File: src/rtl/vga_pixel_feed.sv
// Pixel FIFO between a frame producer and the 640x480 timing core.
// Locks onto the SOF word, emits one pixel per active cycle, flags underflow and misaligned SOF.
module vga_pixel_feed #(
  parameter int          DEPTH     = 16,
  parameter logic [11:0] ERR_COLOR = 12'hF0F
) (
  input  logic                         i_VGA_CLOCK,
  input  logic                         i_rst,
  input  logic                         i_de,
  input  logic                         i_hsync,
  input  logic                         i_vsync,
  input  logic [11:0]                  i_px_data,
  input  logic                         i_px_sof,
  input  logic                         i_px_valid,
  output logic                         o_px_ready,
  input  logic                         i_clear_err,
  output logic                         o_de,
  output logic                         o_hsync,
  output logic                         o_vsync,
  output logic [3:0]                   o_r,
  output logic [3:0]                   o_g,
  output logic [3:0]                   o_b,
  output logic                         o_underflow,
  output logic                         o_sof_err,
  output logic [$clog2(DEPTH+1)-1:0]   o_level,
  output logic [1:0]                   o_dbg_state
);
  localparam int AW = $clog2(DEPTH);
  localparam int LW = $clog2(DEPTH+1);

  typedef enum logic [1:0] {
    ST_ALIGN = 2'd0,
    ST_ARMED = 2'd1,
    ST_RUN   = 2'd2
  } state_t;

  // Producer handshake: a word transfers on any rising edge where
  // i_px_valid && o_px_ready; ready depends only on occupancy and reset.
  logic [12:0]   mem_q [DEPTH];
  logic [AW-1:0] wr_ptr_q, rd_ptr_q;
  logic [LW-1:0] level_q;
  state_t        state_q, state_d;
  logic          first_pix_q, first_pix_d;
  logic          de_q, hsync_q, vsync_q;
  logic [11:0]   pix_q, pix_d;
  logic          underflow_q, sof_err_q;
  logic          fifo_empty, head_sof, push, pop, uf_set, se_set;
  logic [11:0]   head_data;

  assign fifo_empty            = (level_q == '0);
  assign {head_sof, head_data} = mem_q[rd_ptr_q];
  assign o_px_ready            = !i_rst && (level_q < LW'(DEPTH));
  assign push                  = i_px_valid && o_px_ready;

  always_comb begin
    state_d     = state_q;
    first_pix_d = first_pix_q;
    pop         = 1'b0;
    uf_set      = 1'b0;
    se_set      = 1'b0;
    pix_d       = i_de ? ERR_COLOR : 12'h000;
    case (state_q)
      ST_ALIGN: begin
        if (!fifo_empty) begin
          if (head_sof) state_d = ST_ARMED;
          else          pop     = 1'b1;
        end
      end
      ST_ARMED: begin
        if (!i_vsync) begin
          state_d     = ST_RUN;
          first_pix_d = 1'b1;
        end
      end
      ST_RUN: begin
        if (i_de) begin
          if (fifo_empty) begin
            uf_set  = 1'b1;
            state_d = ST_ALIGN;
          end else if (head_sof && !first_pix_q) begin
            // Next frame's SOF arrived early: hold it for the next vsync.
            se_set  = 1'b1;
            state_d = ST_ARMED;
          end else begin
            pop         = 1'b1;
            pix_d       = head_data;
            first_pix_d = 1'b0;
          end
        end else if (!i_vsync && !first_pix_q) begin
          state_d = ST_ALIGN;
        end
      end
      default: state_d = ST_ALIGN;
    endcase
  end

  // Storage is not reset; the pointers and level define what is valid.
  always_ff @(posedge i_VGA_CLOCK) begin
    if (push) mem_q[wr_ptr_q] <= {i_px_sof, i_px_data};
  end

  always_ff @(posedge i_VGA_CLOCK) begin
    if (i_rst) begin
      wr_ptr_q    <= '0;
      rd_ptr_q    <= '0;
      level_q     <= '0;
      state_q     <= ST_ALIGN;
      first_pix_q <= 1'b0;
      de_q        <= 1'b0;
      hsync_q     <= 1'b1;
      vsync_q     <= 1'b1;
      pix_q       <= 12'h000;
      underflow_q <= 1'b0;
      sof_err_q   <= 1'b0;
    end else begin
      if (push) wr_ptr_q <= wr_ptr_q + AW'(1);
      if (pop)  rd_ptr_q <= rd_ptr_q + AW'(1);
      level_q     <= level_q + LW'(push) - LW'(pop);
      state_q     <= state_d;
      first_pix_q <= first_pix_d;
      de_q        <= i_de;
      hsync_q     <= i_hsync;
      vsync_q     <= i_vsync;
      pix_q       <= pix_d;
      underflow_q <= (underflow_q && !i_clear_err) || uf_set;
      sof_err_q   <= (sof_err_q && !i_clear_err) || se_set;
    end
  end

  assign o_de        = de_q;
  assign o_hsync     = hsync_q;
  assign o_vsync     = vsync_q;
  assign o_r         = pix_q[11:8];
  assign o_g         = pix_q[7:4];
  assign o_b         = pix_q[3:0];
  assign o_underflow = underflow_q;
  assign o_sof_err   = sof_err_q;
  assign o_level     = level_q;
  assign o_dbg_state = state_q;

endmodule

File: config.mk
export PLATFORM = sky130hd
export DESIGN_NAME = vga_pixel_feed
export DESIGN_NICKNAME = d
export VERILOG_FILES = /design/src/rtl/vga_pixel_feed.sv
export SDC_FILE = /design/constraint.sdc
export NUM_CORES = 1
export LEC_CHECK = 0
export ABC_AREA = 1
export CAP_MARGIN = 40
export CORE_MARGIN = 2
export CORE_UTILIZATION = 30
export CTS_BUF_LIST = sky130_fd_sc_hd__clkbuf_4 sky130_fd_sc_hd__clkbuf_8
export CTS_CLUSTER_DIAMETER = 200
export CTS_CLUSTER_SIZE = 25
export DETAILED_ROUTE_END_ITERATION = 7
export GPL_TIMING_DRIVEN = 0
export SLEW_MARGIN = 0
export SYNTH_ARGS = -nofsm -noshare
export SYNTH_HDL_FRONTEND = slang
export SYNTH_SLANG_ARGS = --single-unit
export TNS_END_PERCENT = 5
File: constraint.sdc
create_clock -name i_VGA_CLOCK -period 3 [get_ports i_VGA_CLOCK]
set_input_delay 0.45 -clock i_VGA_CLOCK [delete_from_list [all_inputs] [get_ports i_VGA_CLOCK]]
set_output_delay 0.45 -clock i_VGA_CLOCK [all_outputs]
set_load 0.02 [all_outputs]
## Word-level counts from Yosys, hierarchy flattened

Memories as Yosys holds them, arrays and structs flattened. A register that Yosys moved wholly into a read port is not among the register bits.
Index checks and enable logic that the tools add are counted.
Widths: inputs -> output; s select.

| cells by class | value |
|---|---|
| $add $sub $neg | 4 |
| order comparisons | 1 |
| equality and inequality tests | 10 |
| multiplexer cells | 35 |
| reduce and logical (&&, ||, !) cells | 17 |

Operators with widths:

| cell | count |
|---|---|
| $mux 12 | 5 |
| $mux 1 | 18 |
| $mux 2 | 7 |
| $ne 2x2->1 const B | 6 |
| $reduce_and 5->1 | 2 |
| $add 4x1->4 const B | 2 |
| $mux 4 | 2 |
| $logic_and 1x1->1 | 6 |
| $pmux 2 s3 | 1 |
| $add 5x1->5 | 1 |
| $logic_not 5->1 | 1 |
| $lt 5x5->1 const B | 1 |
| $sub 5x1->5 | 1 |
| $logic_not 1->1 | 4 |
| $ne 4x4->1 const B | 1 |
| $pmux 1 s2 | 2 |
| $ne 3x3->1 const B | 1 |
| $eq 2x1->1 const B | 1 |
| $eq 2x2->1 const B | 1 |
| $logic_not 2->1 | 1 |
| $logic_or 1x1->1 | 2 |
| $reduce_bool 2->1 | 1 |

| storage, ports and cells | value |
|---|---|
| register bits after elaboration | 33 |
| RAM bits | 208 |
| bits of input ports | 20 |
| output and inout port bits | 25 |
| memories | 1 |

Memory list:

| name | words | bits a word | rd ports | clocked after Yosys merged registers in | write ports | RTL line | RTL |
|---|---|---|---|---|---|---|---|
| mem_q | 16 | 13 | 1 | 1 | 1 | 39 | `logic [12:0] mem_q [DEPTH];` |

## Logic depth before layout (Yosys ltp)

Gate-level depths: netlist (run 1).

| logic depth | value |
|---|---|
| word-level depth | 8 |
| depth in mapped cells | 20 |
| mapped depth without buffers | 20 |

## Worst setup path before layout (run 1)

OpenSTA, ideal clock, no wires.

| timing | value |
|---|---|
| path kind | register to register |
| from | reg level_q[2], in the netlist o_level[2] |
| to | reg level_q[4], in the netlist o_level[4] |
| library setup time | 128 ps |
| arrival time | 2592 ps |
| required time | 2872 ps |
| setup slack | 280 ps |
| stages on the path, launching flop included | 17 |
| path buffers | 0 |
| period minus slack after synthesis | 2720 ps |
| cells stage by stage | dfxtp_1 > inv_1 > ha_1 > nand2_1 > nor3_1 > nor3_1 > nand2_4 > nand2_4 > nand2_1 > nand2_1 > ha_1 > inv_1 > fa_1 > nor3_1 > a211oi_1 > o21ai_0 > a21oi_1 |

| between the ends | value |
|---|---|
| word-level cells in the longest chain between the ends | 5 |

RTL lines:

| item | RTL line | RTL |
|---|---|---|
| start, declared | 41 | `logic [LW-1:0] level_q;` |
| start signal, assigned | 118 | `level_q <= level_q + LW'(push) - LW'(pop);` |
| $lt 5x5->1 / $logic_not 5->1 (equally long branches) | 52, 50 |  |
| $logic_and 1x1->1 / $mux 1 (equally long branches) | 52, 77 |  |
| $logic_and 1x1->1 / $mux 1 (equally long branches) | 53, 76 |  |
| $add 5x1->5 / $pmux 1 s2 (equally long branches) | 118, 62 |  |
| $sub 5x1->5 * | 118 |  |

Mark *: on every way between the ends. The rest lies on a longest branch, timed or not.
A chain may end at the register's enable or synchronous reset.

==> results of run 1 <==
==> worst paths after layout <==
kind | start | to | cells after the start | slack [ns]
max | flop | o_level[4]$_SDFF_PP0_ | 20 | 0.20
min | i_hsync | o_hsync$_SDFF_PP1_ | 2 | 0.48
max reg2reg | flop | o_level[4]$_SDFF_PP0_ | 20 | 0.20
min reg2reg | o_sof_err$_SDFF_PP0_ | o_sof_err$_SDFF_PP0_ | 2 | 0.50
==> kinds of logic after synthesis <==
kind of cell	share of synthesized area
and+or+nand+nor	0.104
adders and majority gates	0.0149
xor gates and xnor gates	0.00270
buffers and inverters	0.0426
DFF	0.719
AOI/OAI and AO/OA	0.117
==> cell usage after synthesis <==
library cell / n / area share
a211oi_1: 1 / 0.00077
a21oi_1: 18 / 0.0093
a32o_1: 1 / 0.0010
buf_2: 10 / 0.0051
buf_4: 2 / 0.0015
buf_6: 4 / 0.0046
clkbuf_1: 28 / 0.011
clkinv_1: 1 / 0.00039
dfxtp_1: 37 / 0.076
edfxtp_1: 208 / 0.64
fa_1: 1 / 0.0021
ha_1: 10 / 0.013
inv_1: 50 / 0.019
inv_2: 2 / 0.00077
nand2_1: 56 / 0.022
nand2_2: 2 / 0.0013
nand2_4: 2 / 0.0023
nand3_1: 25 / 0.013
nand3_2: 1 / 0.0010
nand3b_1: 1 / 0.00077
nand4_1: 10 / 0.0064
nor2_1: 141 / 0.054
nor3_1: 5 / 0.0026
o211ai_1: 25 / 0.019
o21ai_0: 103 / 0.053
o221ai_1: 24 / 0.022
o22ai_1: 19 / 0.012
or2_2: 1 / 0.00064
xnor2_1: 1 / 0.00090
xor2_1: 2 / 0.0018
==> power groups by stage <==
stage	Combinational, W	Clock [W]	Sequential, W
2_1_floorplan	0.00170	0	0.00401
3_3_place_gp	0.00266	0	0.00397
3_5_place_dp	0.00271	0	0.00397
4_1_cts	0.00272	0.00153	0.00390
5_1_grt	0.00309	0.00165	0.00392
6_report	0.00280	0.00150	0.00390
==> per-stage QoR <==
stage,hold WS [ns],cell area [um2],worst slack [ns]
6_report,0.484,11200,0.195
2_1_floorplan,0.477,9720,0.280
4_1_cts,0.462,11200,0.0253
5_1_grt,0.499,11200,-0.0155
3_3_place_gp,0.476,10700,-0.434
3_5_place_dp,0.471,10900,-0.194
==> layout make-up <==
| cell class | instances | area (um2) |
|---|---|---|
| multi-input combinational | 449 | 2380 |
| tap | 402 | 503 |
| sequential | 245 | 6990 |
| buffer | 44 | 218 |
| inverter | 53 | 201 |
| timing repair buffer | 62 | 681 |
| clock buffer | 19 | 224 |
| fill | 3074 | 20500 |
| clock inverter | 2 | 15.0 |
==> placed cells by master, fill, tap and decap left out, types with 2 or more instances in the layout <==
cell,Yosys,routed
nor2_2,0,14
ha_1,10,10
clkdlybuf4s50_1,0,44
nor3_1,5,2
clkinvlp_4,0,2
nand2_1,56,56
o22ai_1,19,19
nor3_2,0,3
dfxtp_1,37,35
inv_1,50,50
a21oi_1,18,18
clkbuf_8,0,13
o21ai_0,103,102
nand2_2,2,2
buf_4,2,7
buf_6,4,4
clkbuf_1,28,28
nand3_1,25,23
xor2_1,2,2
inv_2,2,2
buf_8,0,14
edfxtp_1,208,208
buf_2,10,9
nand2_4,2,2
o211ai_1,25,25
nand4_1,10,10
clkbuf_4,0,6
nand3_2,1,3
nor2_1,141,127
o221ai_1,24,24
==> timing repair <==
action	in CTS	in global routing
setup endpoints to repair	1	1
buffers inserted	0	1
pin swaps	0	1
resized for setup	2	12
==> flip-flops by register name, summed over array words and instances, names as in the netlist, named ones only <==
signal and count:
first_pix_q 1, mem_q 208, o_dbg_state 2, o_de 1, o_hsync 1, o_level 5
o_sof_err 1, o_underflow 1, o_vsync 1, pix_q 12, rd_ptr_q 4, wr_ptr_q 4
==> worst max-delay path: stages, from the launching register on <==
cell	delay, ns
dfxtp_4	0.43
inv_2	0.08
buf_6	0.15
nand2_1	0.06
nand3_1	0.09
nand3_1	0.12
nand3_2	0.12
nand2_2	0.11
nand2_2	0.08
nand2_4	0.12
nand2_4	0.08
inv_2	0.07
nand2_1	0.05
nand2_1	0.06
ha_1	0.17
inv_1	0.06
fa_2	0.37
nor3_2	0.21
a211oi_1	0.09
o21ai_1	0.13
a21oi_1	0.05
==> per-layer routing <==
layer / GRT usage / part of all wire / vias up / routed length (um)
met3: 0.0226 / 0.083 / 45 / 2130
met4: 0.0486 / 0.029 / 0 / 751
met2: 0.246 / 0.46 / 299 / 11900
met5: 0 / 0 / - / 0
li1: - / - / 3007 / -
met1: 0.203 / 0.43 / 3138 / 10900
==> results.toml, run 1 <==
[placed_design]
gp_congestion = 0.783
dp_cells = 1254
hpwlAfterDp_um = 17000
portBuffers = 44

[yosys]
synthCells = 791
synth_fp_nets = 822
yosysWarningCount = 0
ys_seq_area_frac = 0.719
syn_area_mm2 = 0.00972
ys_ff_latch = 245
syn_avg_cell_area_um2 = 12.3
ys_types = 30

[power_and_ir_drop]
power_density_mw_per_mm2 = 731
seqPwrFrac = 0.476
total_power_w = 0.00820
clockPowerShare = 0.183
p_leak_nw = 3.73
p_switching_w = 0.00300
p_int_w = 0.00521
swShare = 0.365
ir_drop_v = 0.000413
combPwrFrac = 0.342

[finish]
fin_cells = 1276
nets = 899
area_growth_pct = 15.4
utilization = 0.354
drive_above_1_share = 0.0984
insertedDiodeCount = 0

[timing]
hold_viol_final = 0
worst_slew_pin_slew_ns = 0.808
clock-skew-final_ns = 0.0316
setup_tns_ns = 0
fmax_ghz = 0.357
relSlewSlack = 0.460
slew_violations = 0
setup_viol = 0
period_share = 0.935
period_needed_ns = 2.80

[die]
die_w_um = 184
chipHeight_um = 184
ioPinCount = 45
dieArea_mm2 = 0.0339
core_area_mm2 = 0.0317
initial_core_util = 0.307
row_count = 65

[cts]
cts-root-buf = "clkbuf_8"
numCtsBuffers = 13
cts_tree = "yes"
ctsHtreeMaxLevel = 1
clockBufferDepth = 3
clock_latency_ns = 0.54
clock_sinks = 245
cts-hold-fix-buffers = 0
clk_pin_slew_ns = 0.14

[global_route]
antenna_found_initial = 0
first_global_vias = 6320
grt_pass1_wl_um = 38000
grt_max_degree = 27
grtUsageTotal = 0.150
grt_overflow = 0

[critical_path]
critPathLaunchType = "flop"
worstSetupPathType = "reg -> reg"
worstSetupEndpointType = "flop"
crit_required_ns = 3.41
critPathMaxFanout = 10
critPathArrivalTime_ns = 3.22

[run_status]
status = "finished, final reports clean"

[routing]
drc_errors = 0
finalWirelength_um = 25700
drtIter0Drc = 727
wire_per_inst_um = 20.2
ant_nets = 0
via_count = 6489
routed_via_density = 5.09
first_pass_iters = 5

[run]
maxCapViolCount = 0

[worst_hold_path]
hold_class = "in -> reg"
Power figures use the tool's default switching activity.
==> inputs of run 2 (changes only) <==
- CTS_CLUSTER_DIAMETER: 200 -> 30
- REMOVE_ABC_BUFFERS: unset -> 1
==> run 2 against run 1 <==
Effect of this change:
- non-clock buffer count fell by 23
- sequential power barely moved
- largest power group unchanged
- global-route usage fell by 0.29 points
- first-iteration DRC count fell by 10%
- sequential cell count did not move
- largest cell class unchanged
- critical endpoint unchanged
- fmax fell by 1.2%
- clock-buffer cell count rose by 48
- routed wire length fell by 3.2%
- worst hold slack got worse by 0.036 ns
==> results.toml, run 2 (synthesized netlist as in run 1, its figures left out) <==
[finish]
insertedDiodeCount = 0
largest_register_ffs = 208
mostFrequentLayoutCell = "edfxtp_1"
fin_cells = 1332
nets = 918
drive_above_1_share = 0.184
final_cell_mix = "208 x edfxtp_1, 125 x nor2_1, 103 x o21ai_0"
top_register = "mem_q"
area_growth_pct = 27.3

[routing]
wire_per_inst_um = 18.7
via_count = 6671
first_pass_iters = 5
drtIter0Drc = 652
drc_errors = 0
routed_via_density = 5.01
finalWirelength_um = 24900
ant_nets = 0

[cts]
clock_latency_ns = 0.58
clockBufferDepth = 3
cts-root-buf = "clkbuf_8"
clock_sinks = 245
clk_pin_slew_ns = 0.06
numCtsBuffers = 53
cts-hold-fix-buffers = 0
ctsHtreeMaxLevel = 2
cts_tree = "yes"

[power_and_ir_drop]
ir_drop_v = 0.000435
total_power_w = 0.0109
power_density_mw_per_mm2 = 877
p_leak_nw = 4.28

[timing]
relSlewSlack = 0.494
period_share = 0.946
setup_viol = 0
hold_viol_final = 0
period_needed_ns = 2.84
slew_violations = 0
worst_slew_pin_slew_ns = 0.756
fmax_ghz = 0.352
whs_ns = 0.448
clock-skew-final_ns = 0.0315
fin_ws_ns = 0.161

[die]
initial_core_util = 0.307
core_area_mm2 = 0.0317
dieArea_mm2 = 0.0339
chipHeight_um = 184
ioPinCount = 45
row_count = 65
die_w_um = 184

[critical_path]
worstSetupPathType = "reg -> reg"
slowest_stage = "dfxtp_4"
critPathArrivalTime_ns = 3.28
critical_path.max_stage_delay_ns = 0.40
crit_required_ns = 3.44
critPathMaxFanout = 21
crit_top_cell = "nand2_1"
critPathLaunchType = "flop"
worstSetupEndpointType = "flop"
r2r_setup_slack_ns = 0.16
cp_cell_sequence = "buf_16 -> inv_16 -> nand2_1 -> nand2_1 -> nand2_1 -> nand3_1 -> nand3_4 -> nand4_1 -> nand2_4 -> nand2_1 -> nand2_1 -> ha_1 -> inv_1 -> fa_2 -> nor3_2 -> a211oi_1 -> o21ai_0 -> a21oi_1"

[run]
maxCapViolCount = 0

[global_route]
antenna_found_initial = 0
grt_pass1_wl_um = 37600
grt_overflow = 0
first_global_vias = 6535
grtUsageTotal = 0.147
grt_max_degree = 65

[placed_design]
dp_slack_ns = -1.09
hpwlAfterDp_um = 13900
dp_cells = 1215
portBuffers = 44
gp_congestion = 0.724

[run_status]
status = "finished, final reports clean"

[worst_hold_path]
hold_class = "in -> reg"
[run 2: cell count changes in the layout (fill, tap and decap cells not counted), moves of 6 or more]
| cell | change |
|---|---|
| clkinv_2 | +7 |
| buf_4 | +7 |
| buf_2 | -9 |
| clkinvlp_4 | +6 |
| clkbuf_1 | -28 |
| clkbuf_8 | +43 |
[run 2: what timing repair did]
| item | 4_1_cts | 5_1_grt |
|---|---|---|
| setup buffers | 7 | 6 |
| endpoints found under the hold margin | 0 | 0 |
| pin swaps | 1 | 2 |
| resized for setup | 21 | 8 |
| cloned | 4 | 2 |
| setup endpoints to repair | 5 | 1 |
[run 2: critical path, delay by kind of cell, from the launching register on]
kind,cells,cell delay [ns]
buffers and inverters,3,0.31
AOI/OAI and AO/OA,3,0.29
DFF,1,0.40
adders and majority gates,2,0.52
and+or+nand+nor,10,1.16
[run 2: layer usage]
layer | vias to the layer above | part of all wire | wire (um) | global-route usage
met4 | 0 | 0.020 | 503 | 0.0512
li1 | 3095 | - | - | -
met5 | - | 0 | 0 | 0
met1 | 3235 | 0.45 | 11200 | 0.205
met3 | 47 | 0.091 | 2260 | 0.0432
met2 | 294 | 0.44 | 11000 | 0.218
[run 2: through the flow]
step / util / TNS (ns) / area [um2]
final: 0.390 / 0 / 12400
after floorplan: - / -27.86 / 9510
after CTS: 0.386 / 0 / 12200
after global placement: 0.330 / -234.56 / 10500
after detailed placement: 0.342 / -3.91 / 10800
after global routing: 0.390 / -0.0102 / 12400
[run 2: power by group]
group          total [W]  switching (W)  internal [W]
Clock            0.00389        0.00155       0.00234
Sequential       0.00392      0.0000979       0.00382
Combinational    0.00305        0.00189       0.00116
[run 2: area by class of cell]
type                    instances  area (um2)
fillers                      3013       19300
flip-flops and latches        245        7000
multi-input cells             449        2430
repair buffers                 83        1000
clock buffers                  67         853
well taps                     402         503
clock inverters                31         320
inverters                      53         250
repair inverters                2        20.0
[run 2: worst paths after layout]
kind | endpoint | start | cells past startpoint
worst max-delay path | o_level[4]$_SDFF_PP0_ | flop | 18
worst min-delay path | o_hsync$_SDFF_PP1_ | i_hsync | 2
worst max register to register | o_level[4]$_SDFF_PP0_ | flop | 18
worst min register to register | o_sof_err$_SDFF_PP0_ | o_sof_err$_SDFF_PP0_ | 2
==> inputs of run 3 (changes only) <==
- SLEW_MARGIN: 0 -> 10
==> run 3 against run 2 <==
Effect of this change:
- clock power fell by 6.4%
- routed wire length is 0.83% lower
- first-iteration DRC count shrank 2.1%
- highest routed layer unchanged
- sequential power about the same
- global-route usage about the same
- critical endpoint unchanged
- worst hold slack improved by 0.013 ns
- worst setup slack worse by 0.016 ns
- final area down 0.94%
==> results.toml, run 3 (synthesized netlist as in run 1, its figures left out) <==
[run_status]
status = "finished, final reports clean"

[critical_path]
worstSetupPathType = "reg -> reg"
critical_path.max_stage_delay_ns = 0.42
cp_cell_sequence = "inv_1 -> ha_1 -> nand2_1 -> nor3_1 -> inv_1 -> nand4_1 -> nand2_4 -> inv_2 -> nand2_1 -> nand2_1 -> ha_1 -> inv_1 -> fa_1 -> nor3_2 -> a211oi_1 -> o21ai_1 -> a21oi_1"
critPathMaxFanout = 4
critPathArrivalTime_ns = 3.29
crit_required_ns = 3.44
slowest_stage = "fa_1"
worstSetupEndpointType = "flop"
path_depth = 17
crit_buf_inv = 4
critPathLaunchType = "flop"
crit_family = "simple AND/OR/NAND/NOR gates"
reg2reg_depth = 17

[finish]
drive_above_1_share = 0.176
top_register = "mem_q"
area_growth_pct = 26.1
nets = 915
mostFrequentLayoutCell = "edfxtp_1"
fin_cells = 1327
insertedDiodeCount = 0
fin_area_mm2 = 0.0123
final_cell_mix = "208 x edfxtp_1, 124 x nor2_1, 102 x o21ai_0"
largest_register_ffs = 208

[cts]
ctsHtreeMaxLevel = 2
cts-root-buf = "clkbuf_8"
clock_latency_ns = 0.57
clock_sinks = 245
cts_tree = "yes"
numCtsBuffers = 50
clockBufferDepth = 3
clk_pin_slew_ns = 0.07

[routing]
drtIter0Drc = 638
ant_nets = 0
finalWirelength_um = 24700
via_count = 6556
first_pass_iters = 5
routed_via_density = 4.94
drc_errors = 0
wire_per_inst_um = 18.6

[timing]
period_share = 0.951
slew_violations = 0
clock-skew-final_ns = 0.0214
period_needed_ns = 2.85
setup_viol = 0
setup_tns_ns = 0
worst_slew_pin_slew_ns = 0.720
hold_viol_final = 0
relSlewSlack = 0.520
fmax_ghz = 0.350
whs_ns = 0.461

[global_route]
grtUsageTotal = 0.147
grt_overflow = 0
grt_max_degree = 65
antenna_found_initial = 0
first_global_vias = 6529
grt_pass1_wl_um = 37400

[die]
chipHeight_um = 184
dieArea_mm2 = 0.0339
row_count = 65
initial_core_util = 0.307
core_area_mm2 = 0.0317
die_w_um = 184
ioPinCount = 45

[placed_design]
portBuffers = 44
placed_cell_area_mm2 = 0.0108
gp_congestion = 0.724
dp_cells = 1215
hpwlAfterDp_um = 13900

[power_and_ir_drop]
power_density_mw_per_mm2 = 863
total_power_w = 0.0106
p_leak_nw = 4.22
ir_drop_v = 0.000549

[worst_hold_path]
hold_class = "in -> reg"
holdPathStages = 2

[run]
maxCapViolCount = 0
==> run 3: cell count changes in the layout (fill, tap and decap cells not counted), moves of 2 or more <==
cell | before | now
clkbuf_8 | 56 | 51
inv_8 | 2 | 0
clkinv_1 | 5 | 7
inv_6 | 5 | 10
clkbuf_4 | 11 | 5
clkinv_4 | 3 | 6
==> run 3: metrics by stage <==
stage / setup slack [ns] / util
6_report: 0.146 / 0.387
5_1_grt: -0.0395 / 0.387
4_1_cts: 0.0138 / 0.384
3_5_place_dp: -1.10 / 0.342
3_3_place_gp: -4.82 / 0.330
2_1_floorplan: -1.96 / -
==> run 3: path summary, 6_finish.rpt <==
kind | start | end | slack, ns
worst max-delay path | o_level[2]$_SDFF_PP0_ | o_level[4]$_SDFF_PP0_ | 0.15
worst min-delay path | i_hsync | o_hsync$_SDFF_PP1_ | 0.46
worst max register to register | o_level[2]$_SDFF_PP0_ | o_level[4]$_SDFF_PP0_ | 0.15
worst min register to register | o_sof_err$_SDFF_PP0_ | o_sof_err$_SDFF_PP0_ | 0.48
==> run 3: where the power goes <==
group	switching (W)	internal, W	total (W)
Sequential	0.0000945	0.00382	0.00391
Clock	0.00157	0.00207	0.00364
Combinational	0.00187	0.00115	0.00303
==> run 3: worst reg2reg max path: cells and delay by family (launching register included) <==
family,cells,cell delay [ns]
fa+ha+maj,3,0.73
compound gates,3,0.27
flops,1,0.33
simple gates,7,1.05
buf+inv,4,0.34
==> run 3: final cells by class <==
class | count | area [um2]
tap | 402 | 503
multi-input combinational | 449 | 2420
timing repair buffer | 83 | 1000
timing repair inverter | 2 | 17.5
fill | 3005 | 19500
clock inverter | 37 | 343
clock buffer | 56 | 739
sequential | 245 | 7000
inverter | 53 | 240
==> run 3: metal layers <==
metal,share of wire,wire [um],global-route usage,up-vias
met1,0.45,11200,0.207,3154
li1,-,-,-,3086
met3,0.087,2160,0.0366,53
met4,0.027,667,0.0634,0
met2,0.43,10700,0.215,263
met5,0,0,0,-
==> run 3: timing repair <==
action	in CTS	in global routing
pin swaps	1	3
hold buffers	0	0
gates resized for setup	22	4
hold endpoints to repair	0	0
cloned	5	1
setup buffers	7	6
setup endpoints to repair	5	1
